**config.mk**
```make
export PLATFORM = sky130hd
export DESIGN_NAME = alu_md_unit
export DESIGN_NICKNAME = d
export VERILOG_FILES = /design/src/rtl/alu_md_pkg.sv /design/src/rtl/alu_md_unit_mdu_iter.sv /design/src/rtl/alu_md_unit.sv
export SDC_FILE = /design/constraint.sdc
export NUM_CORES = 1
export LEC_CHECK = 0
export CORE_UTILIZATION = 35
export CTS_CLUSTER_DIAMETER = 30
export CTS_CLUSTER_SIZE = 30
export DETAILED_ROUTE_END_ITERATION = 10
export GPL_ROUTABILITY_DRIVEN = 0
export HOLD_SLACK_MARGIN = 0.02
export PLACE_DENSITY_LB_ADDON = 0.08
export SYNTH_ARGS = -nofsm -noshare
export SYNTH_HDL_FRONTEND = slang
export SYNTH_SLANG_ARGS = --single-unit
```
**constraint.sdc**
```tcl
create_clock -name clk -period 11.6 [get_ports clk]
set_clock_uncertainty 0.2 [all_clocks]
set_input_delay 2.32 -clock clk [delete_from_list [all_inputs] [get_ports clk]]
set_output_delay 2.32 -clock clk [all_outputs]
set_load 0.02 [all_outputs]
```
**src/rtl/alu_md_pkg.sv**
```systemverilog
// Shared types, decode constants and the request decoder for the
// ALU / multiply-divide execute unit.
package alu_md_pkg;

    typedef enum logic [4:0] {
        OP_ADD, OP_SUB, OP_SLL, OP_SLT, OP_SLTU, OP_XOR, OP_SRL, OP_SRA,
        OP_OR, OP_AND, OP_MUL, OP_MULH, OP_MULHSU, OP_MULHU,
        OP_DIV, OP_DIVU, OP_REM, OP_REMU, OP_ILLEGAL
    } alu_op_t;

    typedef enum logic [1:0] {
        S_IDLE, S_MUL, S_DIV, S_DONE
    } md_state_t;

    localparam logic [1:0] AOP_ADD = 2'b00;
    localparam logic [1:0] AOP_SUB = 2'b01;
    localparam logic [1:0] AOP_R   = 2'b10;
    localparam logic [1:0] AOP_I   = 2'b11;

    localparam logic [6:0] F7_BASE = 7'b0000000;
    localparam logic [6:0] F7_ALT  = 7'b0100000;
    localparam logic [6:0] F7_MD   = 7'b0000001;

    localparam logic [2:0] F3_ADD  = 3'b000;
    localparam logic [2:0] F3_SLL  = 3'b001;
    localparam logic [2:0] F3_SLT  = 3'b010;
    localparam logic [2:0] F3_SLTU = 3'b011;
    localparam logic [2:0] F3_XOR  = 3'b100;
    localparam logic [2:0] F3_SR   = 3'b101;
    localparam logic [2:0] F3_OR   = 3'b110;
    localparam logic [2:0] F3_AND  = 3'b111;

    function automatic alu_op_t base_op(input logic [2:0] f3);
        alu_op_t op;
        op = OP_ADD;
        unique case (f3)
            F3_ADD:  op = OP_ADD;
            F3_SLL:  op = OP_SLL;
            F3_SLT:  op = OP_SLT;
            F3_SLTU: op = OP_SLTU;
            F3_XOR:  op = OP_XOR;
            F3_SR:   op = OP_SRL;
            F3_OR:   op = OP_OR;
            F3_AND:  op = OP_AND;
            default: op = OP_ADD;
        endcase
        return op;
    endfunction

    function automatic alu_op_t md_op(input logic [2:0] f3);
        alu_op_t op;
        op = OP_MUL;
        unique case (f3)
            3'b000:  op = OP_MUL;
            3'b001:  op = OP_MULH;
            3'b010:  op = OP_MULHSU;
            3'b011:  op = OP_MULHU;
            3'b100:  op = OP_DIV;
            3'b101:  op = OP_DIVU;
            3'b110:  op = OP_REM;
            3'b111:  op = OP_REMU;
            default: op = OP_MUL;
        endcase
        return op;
    endfunction

    function automatic alu_op_t decode(
        input logic [1:0] aop,
        input logic [6:0] f7,
        input logic [2:0] f3
    );
        alu_op_t op;
        op = OP_ILLEGAL;
        unique case (aop)
            AOP_ADD: op = OP_ADD;
            AOP_SUB: op = OP_SUB;
            AOP_R: begin
                if (f7 == F7_BASE)
                    op = base_op(f3);
                else if (f7 == F7_MD)
                    op = md_op(f3);
                else if (f7 == F7_ALT && f3 == F3_ADD)
                    op = OP_SUB;
                else if (f7 == F7_ALT && f3 == F3_SR)
                    op = OP_SRA;
            end
            AOP_I: begin
                // Only the shift immediates carry an opcode in func_7.
                if (f3 == F3_SLL)
                    op = (f7 == F7_BASE) ? OP_SLL : OP_ILLEGAL;
                else if (f3 == F3_SR && f7 == F7_BASE)
                    op = OP_SRL;
                else if (f3 == F3_SR && f7 == F7_ALT)
                    op = OP_SRA;
                else if (f3 != F3_SR)
                    op = base_op(f3);
            end
            default: op = OP_ILLEGAL;
        endcase
        return op;
    endfunction

    function automatic logic is_mul_op(input alu_op_t op);
        return op inside {OP_MUL, OP_MULH, OP_MULHSU, OP_MULHU};
    endfunction

    function automatic logic is_div_op(input alu_op_t op);
        return op inside {OP_DIV, OP_DIVU, OP_REM, OP_REMU};
    endfunction

endpackage

```
**src/rtl/alu_md_unit_mdu_iter.sv**
```systemverilog
// Iterative radix-2 multiply / restoring divide on operand magnitudes,
// one bit per cycle, with the sign fix-up folded into the last step.
module mdu_iter
    import alu_md_pkg::*;
#(
    parameter int XLEN = 32
) (
    input  logic            clk,
    input  logic            rst_n,
    input  logic            flush,
    input  logic            start,
    input  alu_op_t         op,
    input  logic [XLEN-1:0] a,
    input  logic [XLEN-1:0] b,
    output logic            fin,
    output logic [XLEN-1:0] res
);
    localparam int CW = $clog2(XLEN) + 1;

    logic [CW-1:0]     cnt_q, cnt_d;
    logic [2*XLEN-1:0] p_q, p_d;
    logic [XLEN-1:0]   m_q, m_d;
    alu_op_t           op_q, op_d;
    logic              sgn_q, sgn_d;
    logic              asgn_q, asgn_d;

    logic              a_neg, b_neg;
    logic [XLEN-1:0]   a_mag, b_mag;
    logic [XLEN:0]     mul_sum, r_sh, diff;
    logic [2*XLEN-1:0] step_p, prod;
    logic [XLEN-1:0]   quo, rem;

    always_comb begin
        a_neg = 1'b0;
        b_neg = 1'b0;
        if (op inside {OP_MULH, OP_DIV, OP_REM}) begin
            a_neg = a[XLEN-1];
            b_neg = b[XLEN-1];
        end else if (op == OP_MULHSU) begin
            a_neg = a[XLEN-1];
        end
        a_mag = a_neg ? -a : a;
        b_mag = b_neg ? -b : b;
    end

    always_comb begin
        mul_sum = {1'b0, p_q[2*XLEN-1:XLEN]}
                + (p_q[0] ? {1'b0, m_q} : '0);
        r_sh    = {p_q[2*XLEN-1:XLEN], p_q[XLEN-1]};
        diff    = r_sh - {1'b0, m_q};
        if (is_mul_op(op_q))
            step_p = {mul_sum, p_q[XLEN-1:1]};
        else if (diff[XLEN])
            step_p = {r_sh[XLEN-1:0], p_q[XLEN-2:0], 1'b0};
        else
            step_p = {diff[XLEN-1:0], p_q[XLEN-2:0], 1'b1};
        prod = sgn_q ? -step_p : step_p;
        quo  = sgn_q ? -step_p[XLEN-1:0] : step_p[XLEN-1:0];
        rem  = asgn_q ? -step_p[2*XLEN-1:XLEN] : step_p[2*XLEN-1:XLEN];
    end

    always_comb begin
        res = '0;
        unique case (op_q)
            OP_MUL:                       res = prod[XLEN-1:0];
            OP_MULH, OP_MULHSU, OP_MULHU: res = prod[2*XLEN-1:XLEN];
            OP_DIV, OP_DIVU:              res = quo;
            OP_REM, OP_REMU:              res = rem;
            default:                      res = '0;
        endcase
    end

    assign fin = (cnt_q == CW'(1));

    always_comb begin
        cnt_d  = cnt_q;
        p_d    = p_q;
        m_d    = m_q;
        op_d   = op_q;
        sgn_d  = sgn_q;
        asgn_d = asgn_q;
        if (flush) begin
            cnt_d = '0;
            p_d   = '0;
            m_d   = '0;
        end else if (start) begin
            cnt_d  = CW'(XLEN);
            p_d    = {{XLEN{1'b0}}, is_mul_op(op) ? b_mag : a_mag};
            m_d    = is_mul_op(op) ? a_mag : b_mag;
            op_d   = op;
            sgn_d  = a_neg ^ b_neg;
            asgn_d = a_neg;
        end else if (cnt_q != '0) begin
            cnt_d = cnt_q - 1'b1;
            p_d   = step_p;
        end
    end

    always_ff @(posedge clk or negedge rst_n) begin
        if (!rst_n) begin
            cnt_q  <= '0;
            p_q    <= '0;
            m_q    <= '0;
            op_q   <= OP_ADD;
            sgn_q  <= 1'b0;
            asgn_q <= 1'b0;
        end else begin
            cnt_q  <= cnt_d;
            p_q    <= p_d;
            m_q    <= m_d;
            op_q   <= op_d;
            sgn_q  <= sgn_d;
            asgn_q <= asgn_d;
        end
    end

endmodule

```
**src/rtl/alu_md_unit.sv**
```systemverilog
// Execute unit: single-cycle RV32I ALU plus iterative RV32M datapath
// behind a valid/ready request and a held, registered result.
module alu_md_unit
    import alu_md_pkg::*;
#(
    parameter int XLEN = 32,
    parameter int SHW  = $clog2(XLEN)
) (
    input  logic            clk,
    input  logic            rst_n,
    input  logic            flush,
    input  logic            in_valid,
    output logic            in_ready,
    input  logic [1:0]      alu_op,
    input  logic [6:0]      func_7,
    input  logic [2:0]      func_3,
    input  logic [XLEN-1:0] op_a,
    input  logic [XLEN-1:0] op_b,
    output logic            out_valid,
    input  logic            out_ready,
    output logic [XLEN-1:0] result,
    output logic            illegal
);
    md_state_t       state_q, state_d;
    logic [XLEN-1:0] result_q, result_d;
    logic            illegal_q, illegal_d;

    alu_op_t         dec;
    logic [SHW-1:0]  shamt;
    logic            divz, ovf, short_div;
    logic [XLEN-1:0] alu_res, md_res;
    logic            md_start, md_fin;

    assign dec   = decode(alu_op, func_7, func_3);
    assign shamt = op_b[SHW-1:0];
    assign divz  = (op_b == '0);
    assign ovf   = (op_a == {1'b1, {(XLEN-1){1'b0}}}) && (&op_b);
    // Corner-case divides resolve immediately without iterating.
    assign short_div = divz || (ovf && (dec inside {OP_DIV, OP_REM}));

    always_comb begin
        alu_res = '0;
        unique case (dec)
            OP_ADD:  alu_res = op_a + op_b;
            OP_SUB:  alu_res = op_a - op_b;
            OP_SLL:  alu_res = op_a << shamt;
            OP_SLT:  alu_res = {{(XLEN-1){1'b0}}, $signed(op_a) < $signed(op_b)};
            OP_SLTU: alu_res = {{(XLEN-1){1'b0}}, op_a < op_b};
            OP_XOR:  alu_res = op_a ^ op_b;
            OP_SRL:  alu_res = op_a >> shamt;
            OP_SRA:  alu_res = $unsigned($signed(op_a) >>> shamt);
            OP_OR:   alu_res = op_a | op_b;
            OP_AND:  alu_res = op_a & op_b;
            OP_DIV, OP_DIVU: alu_res = divz ? '1 : op_a;
            OP_REM, OP_REMU: alu_res = divz ? op_a : '0;
            default: alu_res = '0;
        endcase
    end

    always_comb begin
        state_d   = state_q;
        result_d  = result_q;
        illegal_d = illegal_q;
        md_start  = 1'b0;
        if (flush) begin
            state_d = S_IDLE;
        end else begin
            unique case (state_q)
                S_IDLE: if (in_valid) begin
                    if (is_mul_op(dec)) begin
                        state_d  = S_MUL;
                        md_start = 1'b1;
                    end else if (is_div_op(dec) && !short_div) begin
                        state_d  = S_DIV;
                        md_start = 1'b1;
                    end else begin
                        state_d   = S_DONE;
                        result_d  = alu_res;
                        illegal_d = (dec == OP_ILLEGAL);
                    end
                end
                S_MUL, S_DIV: if (md_fin) begin
                    state_d   = S_DONE;
                    result_d  = md_res;
                    illegal_d = 1'b0;
                end
                S_DONE: if (out_ready) state_d = S_IDLE;
                default: state_d = S_IDLE;
            endcase
        end
    end

    always_ff @(posedge clk or negedge rst_n) begin
        if (!rst_n) begin
            state_q   <= S_IDLE;
            result_q  <= '0;
            illegal_q <= 1'b0;
        end else begin
            state_q   <= state_d;
            result_q  <= result_d;
            illegal_q <= illegal_d;
        end
    end

    mdu_iter #(.XLEN(XLEN)) u_mdu (
        .clk   (clk),
        .rst_n (rst_n),
        .flush (flush),
        .start (md_start),
        .op    (dec),
        .a     (op_a),
        .b     (op_b),
        .fin   (md_fin),
        .res   (md_res)
    );

    assign in_ready  = (state_q == S_IDLE);
    assign out_valid = (state_q == S_DONE);
    assign result    = result_q;
    assign illegal   = illegal_q;

endmodule

```
---- Word-level counts from Yosys, hierarchy flattened ----
Memories as Yosys holds them, arrays and structs flattened.
Index checks and enable logic that the tools add are counted.
word-level totals
  memories ................................ 3
  ROM bits ................................ 104
  register bits after elaboration ......... 144
  RAM bits ................................ 0
  output and inout port bits .............. 35
  bits in latches ......................... 0
  logic and storage cells ................. 168
  input port bits ......................... 81
memories
  name              words  width  read ports  clocked after memory_dff  write ports  RTL line          source
  (name not given)  8      5      1           0                         0            alu_md_pkg.sv:53  unique case (f3)
  (name not given)  8      4      1           0                         0            alu_md_pkg.sv:36  unique case (f3)
  (name not given)  8      4      1           0                         0            alu_md_pkg.sv:36
cells by class
  multiply operators ...................... 0
  multiplexer cells ....................... 57
  shift-type cells ........................ 3
  equality and inequality tests ........... 46
  div/mod/pow operators ................... 0
  add/subtract/negate cells ............... 10
  magnitude comparators ................... 2
  bitwise gates (word level) .............. 5
  reductions and logical operators ........ 33
operators by type and width
  kind                                                                    count
  32-bit two-way mux                                                      15
  64-bit two-way mux                                                      6
  32-bit one-hot mux with 12 select lines                                 1
  32-bit negation                                                         4
  32-bit one-hot mux with 4 select lines                                  1
  5-bit by 4-bit equality test with 1-bit output (second input constant)  14
  32-bit less-than comparator                                             2
  64-bit negation                                                         1
  32-bit one-hot mux with 2 select lines                                  1
  5-bit two-way mux                                                       9
  32-bit by 33-bit adder with 33-bit output                               1
  33-bit by 32-bit subtractor with 33-bit output                          1
  32-bit adder                                                            1
  32-bit bitwise AND                                                      1
  32-bit equality test (second input constant)                            1
  32-bit logical NOT                                                      1
  32-bit bitwise OR                                                       1
  32-bit AND reduction                                                    1
  32-bit by 5-bit << shifter with 32-bit output                           1
  32-bit by 5-bit >> shifter with 32-bit output                           1
  32-bit by 5-bit >>> shifter with 32-bit output                          1
  32-bit subtractor                                                       1
  32-bit bitwise XOR                                                      1
  5-bit equality test (second input constant)                             5
  other kinds (38)                                                        84

---- Logic depth before layout (Yosys ltp) ----
Gate-level depths: netlist of run 1.
  depth after elaboration ................. 20
  mapped depth ............................ 29
  mapped depth without buffers ............ 24

---- Modules after synthesis ----
From an unflattened synthesis of run 1, not the netlist that was laid out.
second synthesis, totals
  cells, all modules ...................... 3,788
  area, all modules ....................... 26,835.7 um^2
by module, submodules not included
  module       times used  cells an instance  sequential area each (um^2)  area an instance (um^2)
  mdu_iter     1           2,138              2,727.6                      15,270.9
  alu_md_unit  1           1,650              875.8                        11,564.8

---- Worst setup path after synthesis of run 1 ----
OpenSTA, ideal clock, no wires.
  path type ............................... input to register
  from .................................... input op_b[1]
  to ...................................... register result_q[31] (netlist: result[31])
  setup time .............................. 83 ps
  stages on the path ...................... 20
  arrival time ............................ 6,616 ps
  path slack .............................. 4,701 ps
  path buffers ............................ 4
  required time ........................... 11,317 ps
  cell sequence ........................... clkbuf_1 -> inv_1 -> clkbuf_1 -> buf_1 -> clkbuf_1 -> ha_1 -> a21o_1 -> nand4_1 -> a31oi_1 -> o31a_1 -> o41a_1 -> a31o_2 -> o211ai_1 -> o31ai_1 -> a211o_1 -> mux2_2 -> o211ai_1 -> o221ai_1 -> o211a_1 -> o21ai_0
on the way
  word-level cells in the longest chain between the ends .. 8
  elaborated cells on any way between the ends .. 21
  classes of those cells .................. add/sub: 2; eq/ne: 1; shift: 3; mux: 7; reduce/logical: 8
RTL lines
  item                                                                       RTL line            source
  start, declared                                                            alu_md_unit.sv:18   input logic [XLEN-1:0] op_b,
  parallel branches: the longest is 8 deep, another holds 32-bit subtractor  n/a
  end signal, assigned                                                       alu_md_unit.sv:100  result_q <= result_d;
  end, declared                                                              alu_md_unit.sv:25   logic [XLEN-1:0] result_q, result_d;
Parallel ways; which one is timed is not known. The select of a mux whose other input is x is not followed.
A chain may end at the register's enable or synchronous reset.

---- Worst setup path in the final report of run 1 ----
  from .................................... input op_a[0]
  to ...................................... register result_q[25] (netlist: result[25])
on the way
  word-level cells in the longest chain between the ends .. 8
  elaborated cells on any way between the ends .. 18
  classes of those cells .................. add/sub: 2; eq/ne: 2; shift: 3; mux: 5; reduce/logical: 6
RTL lines
  item                                                                       RTL line           source
  start, declared                                                            alu_md_unit.sv:17  input logic [XLEN-1:0] op_a,
  parallel branches: the longest is 8 deep, another holds 32-bit subtractor  n/a
Parallel ways; which one is timed is not known. The select of a mux whose other input is x is not followed.

==> results.txt, run 1 <==
- GR Util met2: 55.4%
* Cell area after technology mapping: 0.0248 mm^2
* Row Count: 97
- Power spread over the standard cell area amounts to 244 mW/mm^2.
- Post-synth net total: 3919
* Count of synthesis-stage warnings from yosys: 0
* Count of endpoints failing hold in the final timing report: 0
- Total core area: 0.0700 mm^2
* Global Route Usage Sum: 33.9%
- The largest single stage delay on the critical path is 0.84 ns.
- Depth of the worst register-to-register path: 25
* CTS max path bufs: 2
- The layer flagged by global routing as most heavily used is met2.
* Max cap viols: 0
- The worst register-to-register path begins at u_mdu.p_q[31].
- CTS saw 144 sinks.
* Syn_area_per_cell: 6.77 um^2
- The HPWL after detailed placement is 96.6 mm.
- The slowest stage of the critical path is the and2_1 cell.
- In this run the worst path has a maximum fanout of 23.
- The via count of the first global-routing pass was 27200.
- The die is 268 um tall.
- After detailed routing, the number of vias per cell comes to 6.32.
- For this run, the leading register cell type out of synthesis is dfrtp_1.
* Wire length reported by the detailed router: 124 mm
* Register-to-register setup slack: 4.22 ns
- TritonCTS built the clock tree.
- Area overhead of the layout relative to synthesis: 9.83%
- The tightest min-delay check is of the reg -> reg type.
- The routed layout has 28700 vias.
* Number of standard cells after synthesis: 3658
- The startpoint identified for the worst hold timing path is result[4].
- Number of antenna diodes: 0
- Setup repair after global routing missed its margin: no
- Total congestion overflow after global routing: 0
* Starting density of the core: 35.4%
- In this run, post-CTS hold repair placed 0 buffers.
* DRT antenna net count: 0
* WS Path Type: in -> reg
* Average detailed-routed wire length per instance: 27.3 um
- Register area share after synthesis: 14.5%
- Final #Nets: 3855
- The first routing iteration left 3029 violations.
- The first detailed-routing pass ran for 6 iterations.
* Count of flip-flops with a built-in enable after synthesis: 0
* Die boundary width: 268 um
* VDD IR max: 162 uV
* Flop and latch count out of synthesis: 144
* Cts bufs inserted: 17
* Number of distinct library cells after synthesis: 90
- Fraction of layout instances using a drive strength above 1: 5.21%
* Period minus WS final: 7.61 ns
- H-tree lvl count: 4
- Arrival time worst endpoint: 7.80 ns
- For this run, global-route usage on met3 was measured as 3.78%.
- Num ports: 116
- Critical Path RT: 11.79 ns
* GR Layer Usage met1: 43.7%
* Count of buffer and inverter cells on the critical path: 2
- Peak clock frequency supported by timing: 0.131 GHz
- Core Util, Final: 38.9%
- The worst setup path is launched from an input pin.
* Critical Path Sink Type: register
- Worst relative slew slack: 19.6%
- Number of slew-limit violations in the final report: 0
- Die outline area: 0.0719 mm^2
- Wire length of the first global-routing pass: 182 mm
- Summed over all cells, the static leakage comes to 0.0111 uW.
* Initial antenna violation count: 2
* Depth of the worst hold-timing path: 2
- Post-synthesis async set-or-reset flop share: 100%
* Worst hold path endpoint: result[4]
- Pin count of the biggest net entering global routing: 98
* Post-route DRC violation count: 0
* Cells resized by post-CTS repair: 0
- The endpoint identified for the worst register-to-register timing path is result[22].
- Final setup fails: 0
- Run status: finished clean
- Logic depth of the worst path, buffers included: 14
* Setup TNS: 0 ns
* Cells along the critical path: clkdlybuf4s50_1, inv_1, ha_1, nand4_1, or3_1, or3_1, nor3_1, nand4_1, and4b_1, nor2_1, and2_1, nand2_1, a21oi_1, a221o_1
* Period Utilization, post-route: 65.6%
- Worst skew pair latency: 0.46 ns
- Gate family responsible for the most delay along the worst path: simple AND/OR/NAND/NOR gates
* Number of port buffers: 115
- Once the clock tree was built, the setup fixing pass inserted 0 buffers.
- Slew @ Worst Pin: 1.21 ns
- Clock transition time at the flip-flop clock pins of the worst setup and hold paths: 0.07 ns
- Clock tree synthesis selected as its root buffer the cell clkbuf_16.
cell type report:
| class | count | area [um^2] |
|---|---|---|
| Fill cell | 7668 | 42800 |
| Multi-Input combinational cell | 3098 | 19700 |
| Sequential cell | 144 | 3600 |
| Timing Repair Buffer | 173 | 1560 |
| Tap cell | 940 | 1180 |
| Inverter | 160 | 601 |
| Clock buffer | 18 | 439 |
| Clock inverter | 14 | 144 |
power by group:
part / switching (uW) / leakage (uW) / total (uW) / internal (uW)
Clock: 258 / 0.000274 / 566 / 307
Combinational: 3420 / 0.00891 / 5190 / 1760
Sequential: 249 / 0.00192 / 899 / 651
Total: 3930 / 0.0111 / 6650 / 2720
registers in the layout, summed over array words and instances (netlist names):
| signal | flops |
|---|---|
| illegal | 1 |
| u_mdu.sgn_q | 1 |
| result | 32 |
| u_mdu.p_q | 64 |
| u_mdu.m_q | 32 |
| state_q | 2 |
| u_mdu.asgn_q | 1 |
| u_mdu.op_q | 5 |
| u_mdu.cnt_q | 6 |
per-stage QoR:
| stage | power, uW | hold WS, ns | setup slack [ns] | std cells | area, um^2 |
|---|---|---|---|---|---|
| 3_3_place_gp | 5960 | 0.257 | 3.74 | 4515 | 26600 |
| 5_1_grt | 7060 | 0.324 | 3.69 | 4547 | 27200 |
| 2_1_floorplan | 4210 | 0.250 | 4.70 | 3658 | 24800 |
| 4_1_cts | 6540 | 0.285 | 4.10 | 4547 | 27200 |
| 3_5_place_dp | 5940 | 0.263 | 3.63 | 4515 | 26600 |
| 6_report | 6650 | 0.279 | 3.99 | 4547 | 27200 |
worst min-delay path: cells and delay by family (launching register included):
kind	cells	cell delay (ns)
AND/OR/NAND/NOR	2	0.10
flip-flops	1	0.35
routing by layer:
layer	vias up	part of all wire, %
met5	-	0
met4	0	5.8
met3	312	6.9
met2	1351	46
met1	13900	42
li1	13200	-
cells in the final DEF (no fill, tap or decap), drive strengths merged, types with 30 or more instances in the layout:
master	instances
ha	176
a211oi	74
nand4	50
nand2	491
and2	54
a31oi	42
inv	166
a21oi	369
o31ai	47
xnor2	135
xor2	48
nor2	385
a21o	54
nor3	102
nand3	90
dfrtp	144
buf	65
nand2b	30
o21ai	287
clkdlybuf4s50	108
o211ai	81
mux2i	108
or3	34
how the worst max path moves through the flow:
stage / slack [ns] / endpoint / from
after global placement: 3.74 / result[27] / func_7[6]
after CTS: 4.10 / result[27] / func_7[6]
final: 3.99 / result[25] / op_a[0]
after floorplan: 4.70 / result[31] / op_b[1]
after global routing: 3.69 / result[27] / func_3[1]
after detailed placement: 3.63 / result[27] / func_7[6]
kinds of logic after synthesis:
group / after synthesis / synth area share, %
and+or+nand+nor: 1357 / 24.8
xor gates and xnor gates: 183 / 6.47
DFF: 144 / 14.5
AOI/OAI and AO/OA: 1240 / 32.0
buffers and inverters: 416 / 6.38
muxes: 138 / 6.59
adders and majority gates: 180 / 9.21
cell usage after synthesis (34+ instances only):
library cell	count	share of area, %
xor2_1	48	1.7
o31ai_1	47	1.4
nand2_1	491	7.4
a21oi_1	369	7.5
a211oi_1	74	2.2
or3_1	34	0.86
xnor2_1	135	4.8
clkbuf_1	214	3.2
ha_1	176	8.9
buf_1	36	0.55
and2_1	52	1.3
a31oi_1	42	1.1
a21o_1	54	1.6
dfrtp_1	144	15
inv_1	156	2.4
o21ai_0	282	5.7
nand3_1	90	1.8
nor3_1	102	2.1
o211ai_1	81	2.5
nand4_1	50	1.3
nor2_1	384	5.8
mux2i_1	108	4.4
Power figures use the tool's default switching activity.
==> run 2, diff against run 1 <==
Clock period 11.6 ns to 7.75 ns, I/O delays scaled along.
==> run 2 against run 1 <==
Global-route usage rose by 0.098 points. Register-to-register slack got worse by 3.0 ns. Sequential power rose by 47%. Clock-buffer cell count rose by 4. Largest power group unchanged. Highest routed layer is now met5.
==> results.txt, run 2 (synthesis gave the netlist of run 1 again) <==
- The run finished with clean final reports.
* Worst reg2reg path startpoint: u_mdu.p_q[31]
- Final critical-path setup slack: 1.19 ns
- Grouping stages by cell kind, the critical path spends the most delay in simple AND/OR/NAND/NOR gates.
* Slowest stage delay, CP: 0.62 ns
- For this design the top-level I/O count stands at 116.
* Total power per unit cell area: 363 mW/mm^2
- Slew @ Worst Pin: 1.16 ns
- In this run the deepest clock path goes through 2 buffers.
- VDD IR max: 322 uV
* Root Buffer: clkbuf_16
- The floorplan step set the die width to 268 um.
- Peak clock frequency supported by timing: 0.153 GHz
- Clock net sink count: 144
- STA classifies the critical path endpoint as a register.
* Detailed-placement wirelength estimate: 98.0 mm
- The total count of hold-check failures in the final report was 0.
- The startpoint identified for the worst hold timing path is result[1].
- The most critical setup path has its startpoint at op_a[9].
* Area overhead of the layout relative to synthesis: 11.1%
* Total core area: 0.0700 mm^2
- Sequential share of power: 13.2%
- Of the cells placed in the final design, the portion with a size suffix greater than 1 is 6.22%.
- Critical Path RT: 7.94 ns
- Height of the chip: 268 um
* Cells along the critical path: clkdlybuf4s50_1, or4_1, or3_1, or3_1, or3_1, nor3_1, nand4_1, and4b_1, nor2_1, nand2_1, buf_4, or2_2, a41oi_1, a221o_1
- More flip-flops sit in one register than any other, and that register is u_mdu.p_q.
- Filler cells: 7653
- In this run switching power makes up 58.9% of total power.
* CTS tree: done
- Across every metal layer, demand over resource in global routing totals 34.0%.
- Setup repair after global routing left no endpoint under its margin.
- Total of hold buffers inserted after clock tree synthesis: 0
- Clock-pin slew was measured on the worst setup and hold paths at 0.06 ns.
- Vias: 28900
* Max cap viols: 0
* Kind of path behind the tightest hold check: reg -> reg
- The initial antenna violation count is 1.
- The register with the most flip-flops in the layout has 64 of them.
* End of the worst register-to-register path: result[29]
- The first detailed-routing pass took 6 iterations.
- In this run the worst path has a maximum fanout of 36.
- Most frequent cells in the layout: nand2_1, nor2_1, a21oi_1
- Summed over all nets, the switching power comes to 5890 uW.
* Register-to-register setup slack: 1.21 ns
- Arrival time worst endpoint: 6.74 ns
- Timing analysis after detailed placement gives a worst setup slack of 0.917 ns.
- The library cell used most frequently in the layout, excluding fill and tap cells, is nand2_1.
- Via count of the first global-routing pass: 26900
- Total internal power: 4110 uW
* Library cell appearing most often on the critical path: or3_1
- Depth of the worst hold-timing path: 2
- Dividing the detail-routed via count by the number of cells gives 6.28.
* Die outline area: 0.0719 mm^2
* Final #Nets: 3899
- On the final layout, the worst hold slack is 0.279 ns.
- Measured against its own limit, the worst slew margin works out to 22.8%.
- Leakage power summed over all cells: 0.0113 uW
- Average detailed-routed wire length per instance: 27.3 um
* Combinational share of power: 78.4%
- The routed design could run at a clock period as short as 6.56 ns.
- Wire length reported by the detailed router: 125 mm
* Detailed Route Iter0 Violations: 3335
- Once the clock tree was built, the setup fixing pass inserted 0 buffers.
- H-tree lvl count: 4
- Setup TNS: 0 ns
* Wire length of the first global-routing pass: 181 mm
* Worst skew pair latency: 0.45 ns
- For the worst flop-to-flop path, the logic depth is 19.
* Post-route DRC violation count: 0
- Row Count: 97
* Starting density of the core: 35.4%
- STA classifies the critical path startpoint as an input pin.
- DRT antenna net count: 0
- Core Util, Final: 39.3%
- The worst path uses 84.6% of the clock period.
- Together, buffers and inverters on the worst path number 2.
* Share of power burned in the clock network: 8.4%
- Cts bufs inserted: 17
- The number of max-slew violations in the final report came to 0.
- Number of antenna diodes: 0
- Final setup fails: 0
- Total congestion overflow after global routing: 0
- Cell type of the slowest stage on the worst timing path: clkdlybuf4s50_1
* Worst hold path endpoint: result[1]
* WS Path Type: in -> reg
- Pin count of the biggest net entering global routing: 98
* Cells resized by post-CTS repair: 0
* Number of port buffers: 115
## run 2: final cells by class
type	instances	area, um^2	share of cell area, %
clock buffer	22	464	1.69
clock inverter	10	104	0.377
inverter	160	601	2.18
multi-input combinational	3098	19700	71.5
sequential	144	3600	13.1
tap	940	1180	4.27
timing repair buffer	217	1890	6.87
## run 2: through the flow
| stage | cells | power [uW] | instance area (um^2) |
|---|---|---|---|
| 2_1_floorplan | 3658 | 6310 | 24800 |
| 3_3_place_gp | 4559 | 9010 | 27000 |
| 3_5_place_dp | 4559 | 8950 | 27000 |
| 4_1_cts | 4591 | 9830 | 27500 |
| 5_1_grt | 4591 | 10600 | 27500 |
| 6_report | 4591 | 10000 | 27500 |
## run 2: how the worst max path moves through the flow
stage | slack, ns | endpoint | depth (start not counted)
final | 1.19 | result[21] | 14
after floorplan | 1.51 | result[18] | 27
after global placement | 0.91 | result[29] | 14
after global routing | 0.85 | result[22] | 23
after detailed placement | 0.92 | result[29] | 14
after CTS | 1.27 | result[29] | 19
## run 2: power by group through the flow
stage	sequential, uW	clock, uW	combinational (uW)
2_1_floorplan	1230	0	5070
3_3_place_gp	1330	0	7680
3_5_place_dp	1320	0	7630
4_1_cts	1310	852	7670
5_1_grt	1340	874	8380
6_report	1320	835	7840
## run 2: worst register-to-register path, delay by kind of cell (launching register included)
| kind | cells | cell delay (ns) |
|---|---|---|
| buffers and inverters | 4 | 0.55 |
| adders and majority gates | 2 | 0.59 |
| and+or+nand+nor | 5 | 1.92 |
| DFF | 1 | 0.37 |
| AOI/OAI and AO/OA | 8 | 2.77 |
## run 2: per-layer routing
layer	wire length, um	vias up	global-route usage (%)
met5	10	-	0
met4	7120	2	18.2
met3	8620	296	3.07
met2	58100	1481	56.2
met1	51300	13800	43.7
li1	-	13300	-
